[src/rtl/floating_point_adder.sv]
// Multi-cycle IEEE-754 binary32 adder, round-to-nearest-even, with zero/inf/nan flags.
// Optional FPADD_FTZ_EN: flush denormal inputs and results to signed zero.
//
// state | meaning
// IDLE  | waiting for Go, captures operands
// ALIGN | unpack, pick big operand, align small significand with G/R/S
// ADD   | add or subtract magnitudes
// NORM  | carry shift right or limited leading-zero shift left
// ROUND | round to nearest even, build packed result or special value
// DONE  | publish Result and flags, pulse Ready
module floating_point_adder (
  input  logic        Clock,
  input  logic        Reset,
  input  logic [31:0] AddendA,
  input  logic [31:0] AddendB,
  input  logic        Go,
  output logic [31:0] Result,
  output logic        Ready,
  output logic        Zero,
  output logic        Inf,
  output logic        Nan
);

  typedef enum logic [2:0] {IDLE, ALIGN, ADD, NORM, ROUND, DONE} state_t;
  state_t state, state_nxt;

  logic [31:0] op_a, op_b, spec_val, res_r;
  logic [26:0] big_sig, small_sig, norm_sig;
  logic [27:0] sum_r;
  logic [9:0]  exp_r;
  logic        sign_r, sub_r, spec_r, zero_r;

  always_ff @(posedge Clock) begin
    if (!Reset) state <= IDLE;
    else        state <= state_nxt;
  end

  always_comb begin
    state_nxt = state;
    case (state)
      IDLE:    if (Go) state_nxt = ALIGN;
      ALIGN:   state_nxt = ADD;
      ADD:     state_nxt = NORM;
      NORM:    state_nxt = ROUND;
      ROUND:   state_nxt = DONE;
      DONE:    state_nxt = IDLE;
      default: state_nxt = IDLE;
    endcase
  end

  // ALIGN: unpack, special-case decode and alignment shift
  logic [7:0]  ea_raw, eb_raw, ea, eb, e_big, e_small, diff;
  logic [23:0] sa, sb, s_big, s_small;
  logic [5:0]  sh_al;
  logic [53:0] sh_ext;
  logic        a_big, a_nan, b_nan, a_inf, b_inf, spec_c;
  logic [31:0] spec_c_val;

  always_comb begin
    ea_raw = op_a[30:23];
    eb_raw = op_b[30:23];
    ea     = (ea_raw == 8'd0) ? 8'd1 : ea_raw;
    eb     = (eb_raw == 8'd0) ? 8'd1 : eb_raw;
`ifdef FPADD_FTZ_EN
    sa = (ea_raw == 8'd0) ? 24'd0 : {1'b1, op_a[22:0]};
    sb = (eb_raw == 8'd0) ? 24'd0 : {1'b1, op_b[22:0]};
`else
    sa = {ea_raw != 8'd0, op_a[22:0]};
    sb = {eb_raw != 8'd0, op_b[22:0]};
`endif
    a_big   = op_a[30:0] >= op_b[30:0];
    e_big   = a_big ? ea : eb;
    e_small = a_big ? eb : ea;
    s_big   = a_big ? sa : sb;
    s_small = a_big ? sb : sa;
    diff    = e_big - e_small;
    // Shifts of 27 or more leave only sticky, so clamp before the wide shift
    sh_al   = (diff > 8'd27) ? 6'd27 : diff[5:0];
    sh_ext  = {s_small, 3'b000, 27'd0} >> sh_al;

    a_nan = (ea_raw == 8'hFF) && (op_a[22:0] != 23'd0);
    b_nan = (eb_raw == 8'hFF) && (op_b[22:0] != 23'd0);
    a_inf = (ea_raw == 8'hFF) && (op_a[22:0] == 23'd0);
    b_inf = (eb_raw == 8'hFF) && (op_b[22:0] == 23'd0);
    spec_c     = 1'b1;
    spec_c_val = 32'h7FC00000;
    if (a_nan || b_nan)                         spec_c_val = 32'h7FC00000;
    else if (a_inf && b_inf && (op_a[31] != op_b[31])) spec_c_val = 32'h7FC00000;
    else if (a_inf)                             spec_c_val = op_a;
    else if (b_inf)                             spec_c_val = op_b;
    else                                        spec_c = 1'b0;
  end

  // NORM: leading-zero count, limited so the exponent stays at least 1
  logic [4:0] lz, sh_nm;
  logic [9:0] lim;

  always_comb begin
    lz = 5'd27;
    for (int i = 0; i < 27; i++)
      if (sum_r[i]) lz = 5'(26 - i);
    lim   = exp_r - 10'd1;
    sh_nm = ({5'd0, lz} > lim) ? lim[4:0] : lz;
  end

  // ROUND: nearest-even on the 24-bit significand plus G/R/S
  logic [24:0] m_rnd;
  logic [9:0]  e_fin;
  logic [22:0] f_fin;
  logic [31:0] res_c;

  always_comb begin
    m_rnd = {1'b0, norm_sig[26:3]} +
            25'(norm_sig[2] & (norm_sig[1] | norm_sig[0] | norm_sig[3]));
    if (m_rnd[24]) begin
      e_fin = exp_r + 10'd1;
      f_fin = m_rnd[23:1];
    end else begin
      e_fin = m_rnd[23] ? exp_r : 10'd0;
      f_fin = m_rnd[22:0];
    end
    if (spec_r)                res_c = spec_val;
    else if (zero_r)           res_c = {sign_r & ~sub_r, 31'd0};
    else if (e_fin >= 10'd255) res_c = {sign_r, 8'hFF, 23'd0};
`ifdef FPADD_FTZ_EN
    else if (e_fin == 10'd0)   res_c = {sign_r, 31'd0};
`endif
    else                       res_c = {sign_r, e_fin[7:0], f_fin};
  end

  always_ff @(posedge Clock) begin
    case (state)
      IDLE: if (Go) begin
        op_a <= AddendA;
        op_b <= AddendB;
      end
      ALIGN: begin
        big_sig   <= {s_big, 3'b000};
        small_sig <= {sh_ext[53:28], sh_ext[27] | (|sh_ext[26:0])};
        exp_r     <= {2'b00, e_big};
        sign_r    <= a_big ? op_a[31] : op_b[31];
        sub_r     <= op_a[31] ^ op_b[31];
        spec_r    <= spec_c;
        spec_val  <= spec_c_val;
      end
      ADD: sum_r <= sub_r ? ({1'b0, big_sig} - {1'b0, small_sig})
                          : ({1'b0, big_sig} + {1'b0, small_sig});
      NORM: begin
        zero_r <= (sum_r == 28'd0);
        if (sum_r[27]) begin
          norm_sig <= {sum_r[27:2], sum_r[1] | sum_r[0]};
          exp_r    <= exp_r + 10'd1;
        end else begin
          norm_sig <= sum_r[26:0] << sh_nm;
          exp_r    <= exp_r - {5'd0, sh_nm};
        end
      end
      ROUND: res_r <= res_c;
      default: ;
    endcase
  end

  always_ff @(posedge Clock) begin
    if (!Reset) begin
      Result <= 32'd0;
      Ready  <= 1'b0;
      Zero   <= 1'b0;
      Inf    <= 1'b0;
      Nan    <= 1'b0;
    end else begin
      Ready <= (state == DONE);
      if (state == DONE) begin
        Result <= res_r;
        Zero   <= (res_r[30:0] == 31'd0);
        Inf    <= (res_r[30:23] == 8'hFF) && (res_r[22:0] == 23'd0);
        Nan    <= (res_r[30:23] == 8'hFF) && (res_r[22:0] != 23'd0);
      end
    end
  end

endmodule

[config.mk]
export PLATFORM = sky130hd
export DESIGN_NAME = floating_point_adder
export DESIGN_NICKNAME = d
export VERILOG_FILES = /design/src/rtl/floating_point_adder.sv
export SDC_FILE = /design/constraint.sdc
export NUM_CORES = 1
export LEC_CHECK = 0
export ABC_AREA = 0
export CAP_MARGIN = 20
export CORE_MARGIN = 4
export CORE_UTILIZATION = 40
export CTS_CLUSTER_DIAMETER = 80
export DETAILED_ROUTE_END_ITERATION = 10
export PLACE_DENSITY_LB_ADDON = 0.08
export REMOVE_ABC_BUFFERS = 1
export SLEW_MARGIN = 20
export SYNTH_ARGS = -nofsm -noshare
export SYNTH_HDL_FRONTEND = slang
export SYNTH_SLANG_ARGS = --single-unit
[constraint.sdc]
create_clock -name Clock -period 18.2 [get_ports Clock]
set_input_delay 3.64 -clock Clock [delete_from_list [all_inputs] [get_ports Clock]]
set_output_delay 3.64 -clock Clock [all_outputs]
set_load 0.05 [all_outputs]
### Word level (Yosys, flattened, before mapping)

Cells that the tools add are included.

* word-level logic and storage cells: 129
* register bits: 287
* memory bits (read-only): 0
* memories kept: 0
* RAM bits: 0
* output and inout port bits: 36
* input port bits: 67
* latch bits: 0

* divide/modulo/power cells: 0
* shifts and indexed selects: 2
* add/subtract/negate cells: 7
* $mul: 0
* magnitude comparators: 4
* equal/unequal tests: 10
* muxes and demuxes: 51
* bitwise operators: 8
* reductions and logical operators: 27

Operators with widths (count)
* $mux W5: 27
* $mux W32: 4
* $logic_not A23 Y1: 3
* $reduce_bool A23 Y1: 3
* $shr A54 B6 Y54: 1
* $mux W24: 2
* $mux W8: 4
* $ge A31 B31 Y1: 1
* $logic_not A31 Y1: 1
* $mux W31: 1
* $mux W10: 3
* $add A27 B27 Y28: 1
* $logic_not A28 Y1: 1
* $mux W28: 1
* $sub A27 B27 Y28: 1
* $reduce_or A27 Y1: 1
* $shl A27 B5 Y27: 1
* $mux W26: 1
* $add A24 B1 Y25: 1
* $eq A8 B8 Y1 const B: 3
* $mux W23: 1
* $pmux W10 S2: 1
* $logic_not A8 Y1: 2
* $reduce_bool A8 Y1: 2
* other kinds (27): 42

### Depth between registers and ports, before layout

* depth after elaboration: 32
* depth in mapped cells: 32

### Worst setup path after synthesis

OpenSTA, ideal clock, no wires.

* path kind: input to register
* from: input Go
* to: register op_a[0] (enable)
* setup slack: 7.403 ns
* data arrival time: 10.131 ns
* required time: 17.534 ns
* cell stages on the path: 1
* cells stage by stage: nor4b_1

* longest elaborated chain between the ends: 1

RTL lines
* start: declaration: line 16 `input logic Go,`
* $reduce_and A2 Y1 (no line)
* end signal: assignment: line 134 `op_a <= AddendA;`
* end: declaration: line 27 `logic [31:0] op_a, op_b, spec_val, res_r;`

Every way passes these cells.
A chain may end at the register's enable or synchronous reset.

### Worst setup path in the final report

* from: register op_b[4]
* to: register small_sig[0] (data pin)

* longest elaborated chain between the ends: 8

RTL lines
* start: declaration: line 27
* start signal: assignment: line 135 `op_b <= AddendB;`
* $ge A31 B31 Y1: line 71 `a_big = op_a[30:0] >= op_b[30:0];`
* $mux W8, on equally long branches: line 72, 73
* $sub A8 B8 Y8: line 76 `diff = e_big - e_small;`
* $gt A8 B5 Y1: line 78 `sh_al = (diff > 8'd27) ? 6'd27 : diff[5:0];`
* $mux W6: line 78
* $shr A54 B6 Y54 (*): line 79 `sh_ext = {s_small, 3'b000, 27'd0} >> sh_al;`
* $reduce_or A27 Y1: line 139 `small_sig <= {sh_ext[53:28], sh_ext[27] | (|sh_ext[26:0])};`
* $or A1 B1 Y1 (*): line 139
* end signal: assignment: line 139
* end: declaration: line 28 `logic [26:0] big_sig, small_sig, norm_sig;`

Every way passes the cells marked *; elsewhere a longest branch is shown, timed or not.

==> impl_results.md <==
* Die width at 225 um
* Number of global-route vias before repair at 14600
* Multi-input gate area at 0.00991 mm^2
* Seq pwr share at 35.8%
* Initial antenna violation count at 0
* FF-to-FF Start: op_b[4]
* Setup WS pre-CTS at 10370 ps
* FP Rows at 79
* First-pass GRT wire length at 83.4 mm
* Post-synthesis cell type count at 93
* Share of layout cells above drive strength 1 at 8.31%
* Worst EP arrival at 7850 ps
* Drt drc at 0
* Largest net degree at the start of global routing at 78
* Worst vdd ir at 0.0000721 V
* Fin util at 46.7%
* Mapped Area at 0.0188 mm^2
* Slew Viols, Final at 0
* FILL cells at 4378
* Startpoint Class: flip-flop
* Slew margin rel. at 30.3%
* Gate Count Post-Synth at 1907
* H-tree depth reported by CTS at 2
* Syn avg cell area at 9.86 um^2
* Fmax at 0.132 GHz
* Crit path kind: flip-flop to flip-flop
* I/O Buffers at 102
* Switching pwr at 0.846 mW
* Post-CTS sizing at 0
* Fraction of registers with async set/reset at 0%
* Pre-Repair DR Iteration Count at 5
* Drt wl/cell at 19.9 um
* Top FF cell, synth: edfxtp_1
* Diode count at 0
* Final Critical Period at 7590 ps
* Final instance area at 0.0217 mm^2
* Clk network pwr share at 30.6%
* GRT Overall Usage at 20.5%
* CTS Buf Count at 37
* End of the worst hold path: Result[31]
* R2R Setup Slk at 10610 ps
* Commonest cells in the netlist: 248 x edfxtp_1, 238 x nand2_1, 152 x a21oi_1
* Total power at 2.39 mW
* Largest fanout on the critical path at 17
* First DRT Iteration DRCs at 1234
* FF/Latch Area at 0.00823 mm^2
* Die height at 225 um
* Synth-to-layout area growth at 15.5%
* Final Hold Viols at 0
* Placed wire-length estimate at 40.0 mm
* I/O pin cnt at 103
* Total routed wirelength at 52.6 mm
* # hold bufs at CTS at 0
* Yosys warns at 0
* Number of synthesized register bits at 287
* Max-cap violations at 0
* Routability Congestion at 0.908
* Final Setup Violations at 0
* Vias per Instance at 5.56
* Clk Latency, worst-skew pair at 560 ps
* Hold depth at 2
* Post-synth EDFFs at 248
* Antenna Violating Nets Remaining at 0
* Top cells by area, synth: edfxtp_1 40%, mux2i_1 6.8%, ha_1 6.7%
* Outcome: finished clean
* Post-synth top area share at 39.6%
* Slew of the pin with the lowest slew margin at 1040 ps
* Worst Slack Setup Final at 10610 ps
* Clock Skew at 32.8 ps
* Nets@finish at 2175
* RSZ-0062 raised after global routing: false
* Lkg Pwr at 8.34 nW
* Initial core utilization at 40.4%
* Comb pwr share at 33.6%
* Final worst-path cycle share at 41.7%
* Setup Buffers After CTS at 0
* Sequential element share of the synthesized area at 43.8%
* Clock buffer depth at 3
* Cell taking the most area after synthesis: edfxtp_1
* Reg clk slew, reported paths at 60 ps
* Root Buffer Master: clkbuf_16
* Hold crit path type: flip-flop to flip-flop
* Internal power at 1.54 mW
* Overall die area at 0.0505 mm^2
* Clk sinks at 287
* Placed cell area at 0.0205 mm^2
* Gr ovfl total at 0
* Count leader, synth: edfxtp_1
* Sw Share at 35.4%
* P per Cell Area at 110 mW/mm^2
* Crit end category: flip-flop
* Core footprint at 0.0466 mm^2
* Critical path required time at 18460 ps
* Worst Min Path Start: Result[31]
* CTS tree: built
* Worst r2r path cells at 21
* Vias at 14700
* R2r endpoint: small_sig[0]
* Setup TNS at 0 ps
-- kinds of logic after synthesis --
kind of cell	share of synthesized area, %
AO/OA/AOI/OAI	17.4
XOR/XNOR	3.02
adder cells (fa/ha/maj)	6.97
buffers and inverters	4.44
flip-flops	43.8
multiplexers	9.61
other	0.0399
AND/OR/NAND/NOR	14.8
-- metrics by stage --
stage / cells / hold slack [ps]
finish: 2641 / 452
global route: 2641 / 476
CTS: 2640 / 455
detailed placement: 2572 / 447
global placement: 2572 / 444
floorplan: 1844 / 471
-- flip-flops by register name, summed over array words and instances, names as in the netlist, 24 cells and up --
name       count
res_r         32
Result        32
small_sig     27
op_a          32
big_sig       24
norm_sig      27
spec_val      32
sum_r         28
op_b          32
-- layout make-up --
type                    instances  share of cell area [%]
clock inverters                17                   0.697
inverters                     109                    1.89
well taps                     607                    3.50
clock buffers                  51                    4.99
multi-input cells            1448                    45.6
flip-flops and latches        287                    37.9
repair buffers                122                    5.45
-- worst max path at each step --
stage	startpoint	end
after global routing	op_a[4]	small_sig[0]
final	op_b[4]	small_sig[0]
after floorplan	op_a[4]	small_sig[0]
after CTS	op_a[4]	small_sig[0]
after global placement	op_a[4]	small_sig[0]
after detailed placement	op_a[4]	small_sig[0]
-- per-layer routing --
metal	GRT usage, %	vias to the layer above	part of all wire, %
met3	3.28	59	3.9
met4	4.68	0	1.9
li1	-	7272	-
met1	29.9	7042	48
met5	0	-	0
met2	32.4	323	46
-- cell usage in the layout (no fill, tap or decap), types with 17 or more instances in the layout --
| master | instances |
|---|---|
| a21oi_1 | 150 |
| a22o_1 | 27 |
| and3_1 | 23 |
| buf_4 | 19 |
| clkbuf_16 | 41 |
| clkdlybuf4s50_1 | 102 |
| conb_1 | 30 |
| dfxtp_1 | 39 |
| edfxtp_1 | 248 |
| ha_1 | 100 |
| inv_1 | 104 |
| mux2_2 | 39 |
| mux2i_1 | 126 |
| nand2_1 | 238 |
| nand3_1 | 34 |
| nor2_1 | 119 |
| nor3_1 | 37 |
| nor4_1 | 34 |
| o211ai_1 | 20 |
| o21ai_0 | 91 |
| o22ai_1 | 17 |
| o31ai_1 | 18 |
| xnor2_1 | 38 |
| xor2_1 | 25 |
-- power by group through the flow --
stage                     registers (mW)  clock network, mW  logic [mW]
final                              0.855              0.730       0.803
after floorplan                    0.852                  0       0.581
after global placement             0.867                  0       0.790
after detailed placement           0.868                  0       0.790
after CTS                          0.855              0.753       0.795
after global routing               0.862              0.778       0.883
-- critical path, stage by stage (launching register included) --
cell       delay [ps]
edfxtp_1          450
inv_1             100
ha_1              200
or4_1             520
a211oi_1          460
o2111ai_1         280
a21oi_4           570
mux2_2            450
fa_1              540
a211oi_2          360
o21bai_1          160
o211a_1           180
a221oi_2          290
and3_1            600
and3_1            620
a22o_1            210
a221oi_1           90
mux2i_1           340
nor3b_1           280
nand4_1           130
nor4_1            290
o221ai_1          150
(Power assumes the default switching activity.)
==> RTL edit 1 (config.mk and constraints unchanged) <==
Make the reset (`Reset`) asynchronous in 2 clocked blocks.
--- a/src/rtl/floating_point_adder.sv
+++ b/src/rtl/floating_point_adder.sv
@@ -30,7 +30,7 @@
   logic [9:0]  exp_r;
   logic        sign_r, sub_r, spec_r, zero_r;
 
-  always_ff @(posedge Clock) begin
+  always_ff @(posedge Clock or negedge Reset) begin
     if (!Reset) state <= IDLE;
     else        state <= state_nxt;
   end
@@ -160,7 +160,7 @@
     endcase
   end
 
-  always_ff @(posedge Clock) begin
+  always_ff @(posedge Clock or negedge Reset) begin
     if (!Reset) begin
       Result <= 32'd0;
       Ready  <= 1'b0;
Behaviour: not the same (a bounded check fails within 10 cycles, from zero or initial values and one cycle with Reset low; the reset may be asserted at any time).
==> RTL edit 1 against the original RTL <==
- utilization about the same
- design area is 0.35% higher
- critical path depth is 5 higher
- routed wire length up 2.9%
- setup slack worse by 0.92 ns
- synthesized area increased by 0.88%
- maximum frequency down 11%
- clock skew down 0.0077 ns
- sequential cell count stayed put
- count of clock-buffer cells in the layout down 3
Power is not compared: it rests on default switching activity, and its combinational part moved more than twofold at a synthesized area within 25%.
==> RTL edit 1: results (changes against the original RTL) <==
| Metric | Value |
|---|---|
| Outcome | finished, final reports clean |
| Detailed Place HPWL | 41260 um (+3.0%) |
| DP Worst Slack | 9.756 ns (-0.6170 ns) |
| WL final | 54090 um (+2.9%) |
| H-tree depth | 2 (unchanged) |
| Clock buffers | 48 (-5.9%) |
| CTS Buffer Depth | 3 (unchanged) |
| Layout cell share with drive strength beyond 1 | 7.611% (-0.70 points) |
| # nets final | 2230 (+2.5%) |
| Sequential fraction of the synthesis area | 44.40% (+0.65 points) |
| Slowest cell delay on critical path | 0.93 ns (+0.31 ns) |
| LEAKAGE | 0.008557 uW |
| RePlAce Congestion | 0.8805 (-3.0%) |
| HP Class | reg -> reg |
| Tap cell count | 607 (unchanged) |
| Yosys top cell by area | edfxtp_1 |
| # Post-CTS Setup Buffers | 0 (unchanged) |
| Fillers | 4475 (+2.2%) |
| Net Sw Frac | 47.05% |
| Yosys Warn Count | 0 (unchanged) |
| Nonclk buf count | 122 (unchanged) |
| Total clock buffers created by CTS | 38 (+2.7%) |
| Storage cell area | 0.008423 mm2 (+2.4%) |
| Maximum vdd drop | 0.07725 mV |
| Sink Count | 287 (unchanged) |
| Clk tree area frac | 5.412% (-0.27 points) |
| DR iter-0 viols | 1105 (-10%) |
| Multi-input gates | 1498 (+3.5%) |
| Worst slew pin tran | 1.119 ns (+0.07590 ns) |
| Largest cells by area after synthesis | edfxtp_1 (39%), ha_1 (6.6%), nand2_1 (5.2%) |
| Final Hold Vio Count | 0 (unchanged) |
| Largest net degree at the start of global routing | 76 (-2.6%) |
| Vias/cell | 5.661 (+1.7%) |
| Placed inst area | 0.02062 mm2 (+0.73%) |
| Sequential Power | 1260 uW |
| Worst Path Arrival | 8.90 ns (+1.05 ns) |
| Vias | 15260 (+3.9%) |
| Cell with the largest stage delay on the worst path | nor2_1 |
| Design area | 0.02180 mm2 (+0.35%) |
| Comb pwr share | 56.2% |
| Largest delay share family, worst path | compound AO/OA/AOI/OAI gates |
| CTS-repair resized insts | 0 (unchanged) |
| GRT Overall Usage | 20.97% (+0.43 points) |
| Global-route wire length before repair | 85340 um (+2.3%) |
| Non-Clock Buffer Area Fraction | 5.349% (-0.099 points) |
| DP Cell Count | 2627 (+2.1%) |
| Critical path peak fanout | 60 (+43) |
| Switching power total | 2100 uW |
| Asr flop ratio synth | 13.59% (+14 points) |
| Most frequent cells after synthesis | nand2_1 (263), edfxtp_1 (248), nor2_1 (173), a21oi_1 (118), o21ai_0 (118) |
| Final Skew | 0.02503 ns (-0.007744 ns) |
| Syn Inst Count | 1960 (+2.8%) |
| TritonRoute pass-1 iters | 6 (+1) |
| Cell variety after synth | 98 (+5.4%) |
| ANT cells | 0 (unchanged) |
| CTS root buffer | clkbuf_16 |
| Initial antenna violation count | 1 (+1) |
| Clk slew on worst S/H paths | 0.06 ns (about the same) |
| Nonclk inv count | 113 (+3.7%) |
| Multi-input logic area | 0.009849 mm2 (-0.59%) |
==> RTL edit 1: changes by cell type after synthesis, moves of 9 or more <==
cell and change:
a211oi_1 +16, nor3_1 +18, nand2_1 +25, mux2i_1 -30
o22ai_1 +9, dfxtp_1 -39, a21oi_1 -34, dfrtp_1 +39
o211ai_1 -10, nor2_1 +54, o21ai_0 +27
==> RTL edit 1: routing by layer <==
metal,part of all wire (%),GRT usage [%],up-vias
met5,0,0,-
met3,4.5,2.808,96
met2,43,30.57,392
met4,2.9,6.501,0
met1,50,32.28,7369
li1,-,-,7406
==> RTL edit 1: worst register-to-register path: cells and delay by family, from the launching register on <==
kind | cells | cell delay, ns
adder cells (fa/ha/maj) | 2 | 0.62
AND/OR/NAND/NOR | 9 | 2.59
buffers and inverters | 3 | 1.42
multiplexers | 1 | 0.20
AO/OA/AOI/OAI | 11 | 2.99
flip-flops | 1 | 0.51
==> RTL edit 1: cells by family (layout without fill, tap and decap cells) <==
logic type,count (synthesis),count (layout),share of synthesized area (%)
AND/OR/NAND/NOR,681,681,16.47
AO/OA/AOI/OAI,480,480,16.68
flip-flops,287,287,44.40
buffers and inverters,203,304,4.504
multiplexers,146,146,8.316
adder cells (fa/ha/maj),103,103,6.912
XOR/XNOR,58,58,2.678
other,2,30,0.03958
==> RTL edit 1: worst paths after layout <==
path / startpoint / endpoint / slack [ns] / cells past startpoint
max: op_b[10] / small_sig[0] / 9.68 / 26
min in group asynchronous: Reset / Result[1] / 3.22 / 1
min reg2reg: res_r[31] / Result[31] / 0.46 / 2
min: res_r[31] / Result[31] / 0.46 / 2
max reg2reg: op_b[10] / small_sig[0] / 9.68 / 26
max in group asynchronous: Reset / Result[5] / 14.42 / 1
==> RTL edit 2 (same flow settings) <==
Without the edit above. Add a define of `FPADD_FTZ_EN`.
--- a/src/rtl/floating_point_adder.sv
+++ b/src/rtl/floating_point_adder.sv
@@ -8,6 +8,8 @@
 // NORM  | carry shift right or limited leading-zero shift left
 // ROUND | round to nearest even, build packed result or special value
 // DONE  | publish Result and flags, pulse Ready
+`define FPADD_FTZ_EN
+
 module floating_point_adder (
   input  logic        Clock,
   input  logic        Reset,
Behaviour: not the same (a bounded check fails within 10 cycles, from zero or initial values and one cycle with Reset low).
==> RTL edit 2 against the original RTL <==
- combinational power up 6.0%
- hold slack better by 0.0034 ns
- total power is 0.65% higher
- design area increased by 0.13%
- routed wire length grew 4.1%
- global-route usage rose by 0.60 points
- critical endpoint unchanged
- synthesized area grew 0.72%
- setup slack worse by 0.76 ns
- sequential share of layout area shrank 0.050 points
- sequential cell count stayed put
==> RTL edit 2: results (changes against the original RTL) <==
| Metric | Value |
|---|---|
| Outcome | finished, final reports clean |
| Layout cell share with drive strength beyond 1 | 6.405% (-1.9 points) |
| Clock Latency Late Sink | 0.54 ns (-0.02 ns) |
| Largest net degree at the start of global routing | 76 (-2.6%) |
| Normalized max-slew margin | 32.35% (+2.0 points) |
| DR iter-0 viols | 1389 (+13%) |
| Switching power total | 882.4 uW (+4.3%) |
| RePlAce Congestion | 0.9186 (+1.2%) |
| Maximum vdd drop | 0.06606 mV (-8.4%) |
| # nets final | 2281 (+4.9%) |
| Final Skew | 0.01656 ns (-0.01621 ns) |
| Slowest cell delay on critical path | 0.79 ns (+0.17 ns) |
| Cell with the largest stage delay on the worst path | nor2_1 |
| Total clock buffers created by CTS | 36 (-2.7%) |
| Most frequent cells after synthesis | nand2_1 (287), edfxtp_1 (248), nor2_1 (159), a21oi_1 (137), o21ai_0 (125) |
| CTS Buffer Depth | 3 (unchanged) |
| Detailed Place HPWL | 41690 um (+4.1%) |
| Sequential fraction of the synthesis area | 43.44% (-0.31 points) |
| Detail-routed net length per standard cell | 19.94 um (+0.13%) |
| Critical path peak fanout | 24 (+7) |
| Vias in the first global route | 15120 (+3.4%) |
| Worst Reg-to-Reg Cells | 24 (+14%) |
| Initial antenna violation count | 2 (+2) |
| Vias/cell | 5.741 (+3.2%) |
| Cell variety after synth | 97 (+4.3%) |
| CTS root buffer | clkbuf_16 |
| GRT Overall Usage | 21.13% (+0.60 points) |
| LEAKAGE | 0.008184 uW (-1.9%) |
| Largest cells by area after synthesis | edfxtp_1 (39%), ha_1 (6.6%), nand2_1 (5.7%) |
| Worst Path Arrival | 8.59 ns (+0.74 ns) |
| Global-route wire length before repair | 85560 um (+2.6%) |
[RTL edit 2: cell types whose count changed in the layout (fill, tap and decap cells not counted), sizes merged, moves of 10 or more]
cell	change
a21oi	-14
a221oi	-11
a22oi	+10
a31oi	+22
mux2	-26
mux2i	-48
nand2	+49
nand4	+10
nor2	+42
nor3	+27
o21ai	+41
[RTL edit 2: metrics by stage]
stage | utilization, % | instance area, um2 | total power [uW] | cells | setup WS (ns)
2_1_floorplan | - | 18560 | 1438 | 1947 | 7.403
3_3_place_gp | 44.12 | 20580 | 1699 | 2680 | 10.15
3_5_place_dp | 44.12 | 20580 | 1698 | 2680 | 10.04
4_1_cts | 46.63 | 21750 | 2419 | 2746 | 10.03
5_1_grt | 46.63 | 21750 | 2543 | 2746 | 9.330
6_report | 46.63 | 21750 | 2403 | 2746 | 9.847
[RTL edit 2: cells by family (layout without fill, tap and decap cells)]
| kind of cell | Yosys count | count (layout) | share of synthesized area (%) |
|---|---|---|---|
| buffers and inverters | 214 | 294 | 4.591 |
| AO/OA/AOI/OAI | 534 | 534 | 18.91 |
| other | 2 | 30 | 0.03965 |
| multiplexers | 99 | 99 | 5.357 |
| flip-flops | 287 | 287 | 43.44 |
| adder cells (fa/ha/maj) | 103 | 103 | 6.923 |
| AND/OR/NAND/NOR | 727 | 727 | 17.74 |
| XOR/XNOR | 65 | 65 | 3.006 |
[RTL edit 2: power groups by stage]
stage	Clock [uW]	Combinational [uW]	Sequential (uW)
6_report	706	851	846
2_1_floorplan	0	587	851
5_1_grt	755	936	852
3_5_place_dp	0	839	859
4_1_cts	731	843	845
3_3_place_gp	0	842	857
[RTL edit 2: area by class of cell]
class | count | area (um2)
Fill cell | 4539 | 24900
Multi-Input combinational cell | 1558 | 10010
Sequential cell | 287 | 8228
Timing Repair Buffer | 126 | 1201
Clock buffer | 50 | 1016
Tap cell | 607 | 759.5
Inverter | 102 | 382.9
Clock inverter | 16 | 153.9
[RTL edit 2: metal layers]
metal / up-vias / part of all wire [%] / track usage [%]
li1: 7646 / - / -
met1: 7600 / 48 / 31.50
met2: 436 / 44 / 31.75
met3: 82 / 5.7 / 3.471
met4: 2 / 2.6 / 6.165
met5: - / 0.035 / 0
[RTL edit 2: path summary, 6_finish.rpt]
| kind | startpoint | end | slack, ns |
|---|---|---|---|
| setup / recovery | op_a[17] | small_sig[0] | 9.85 |
| hold / removal | Result[14] | Result[14] | 0.46 |
| setup reg to reg | op_a[17] | small_sig[0] | 9.85 |
| hold reg to reg | Result[14] | Result[14] | 0.46 |
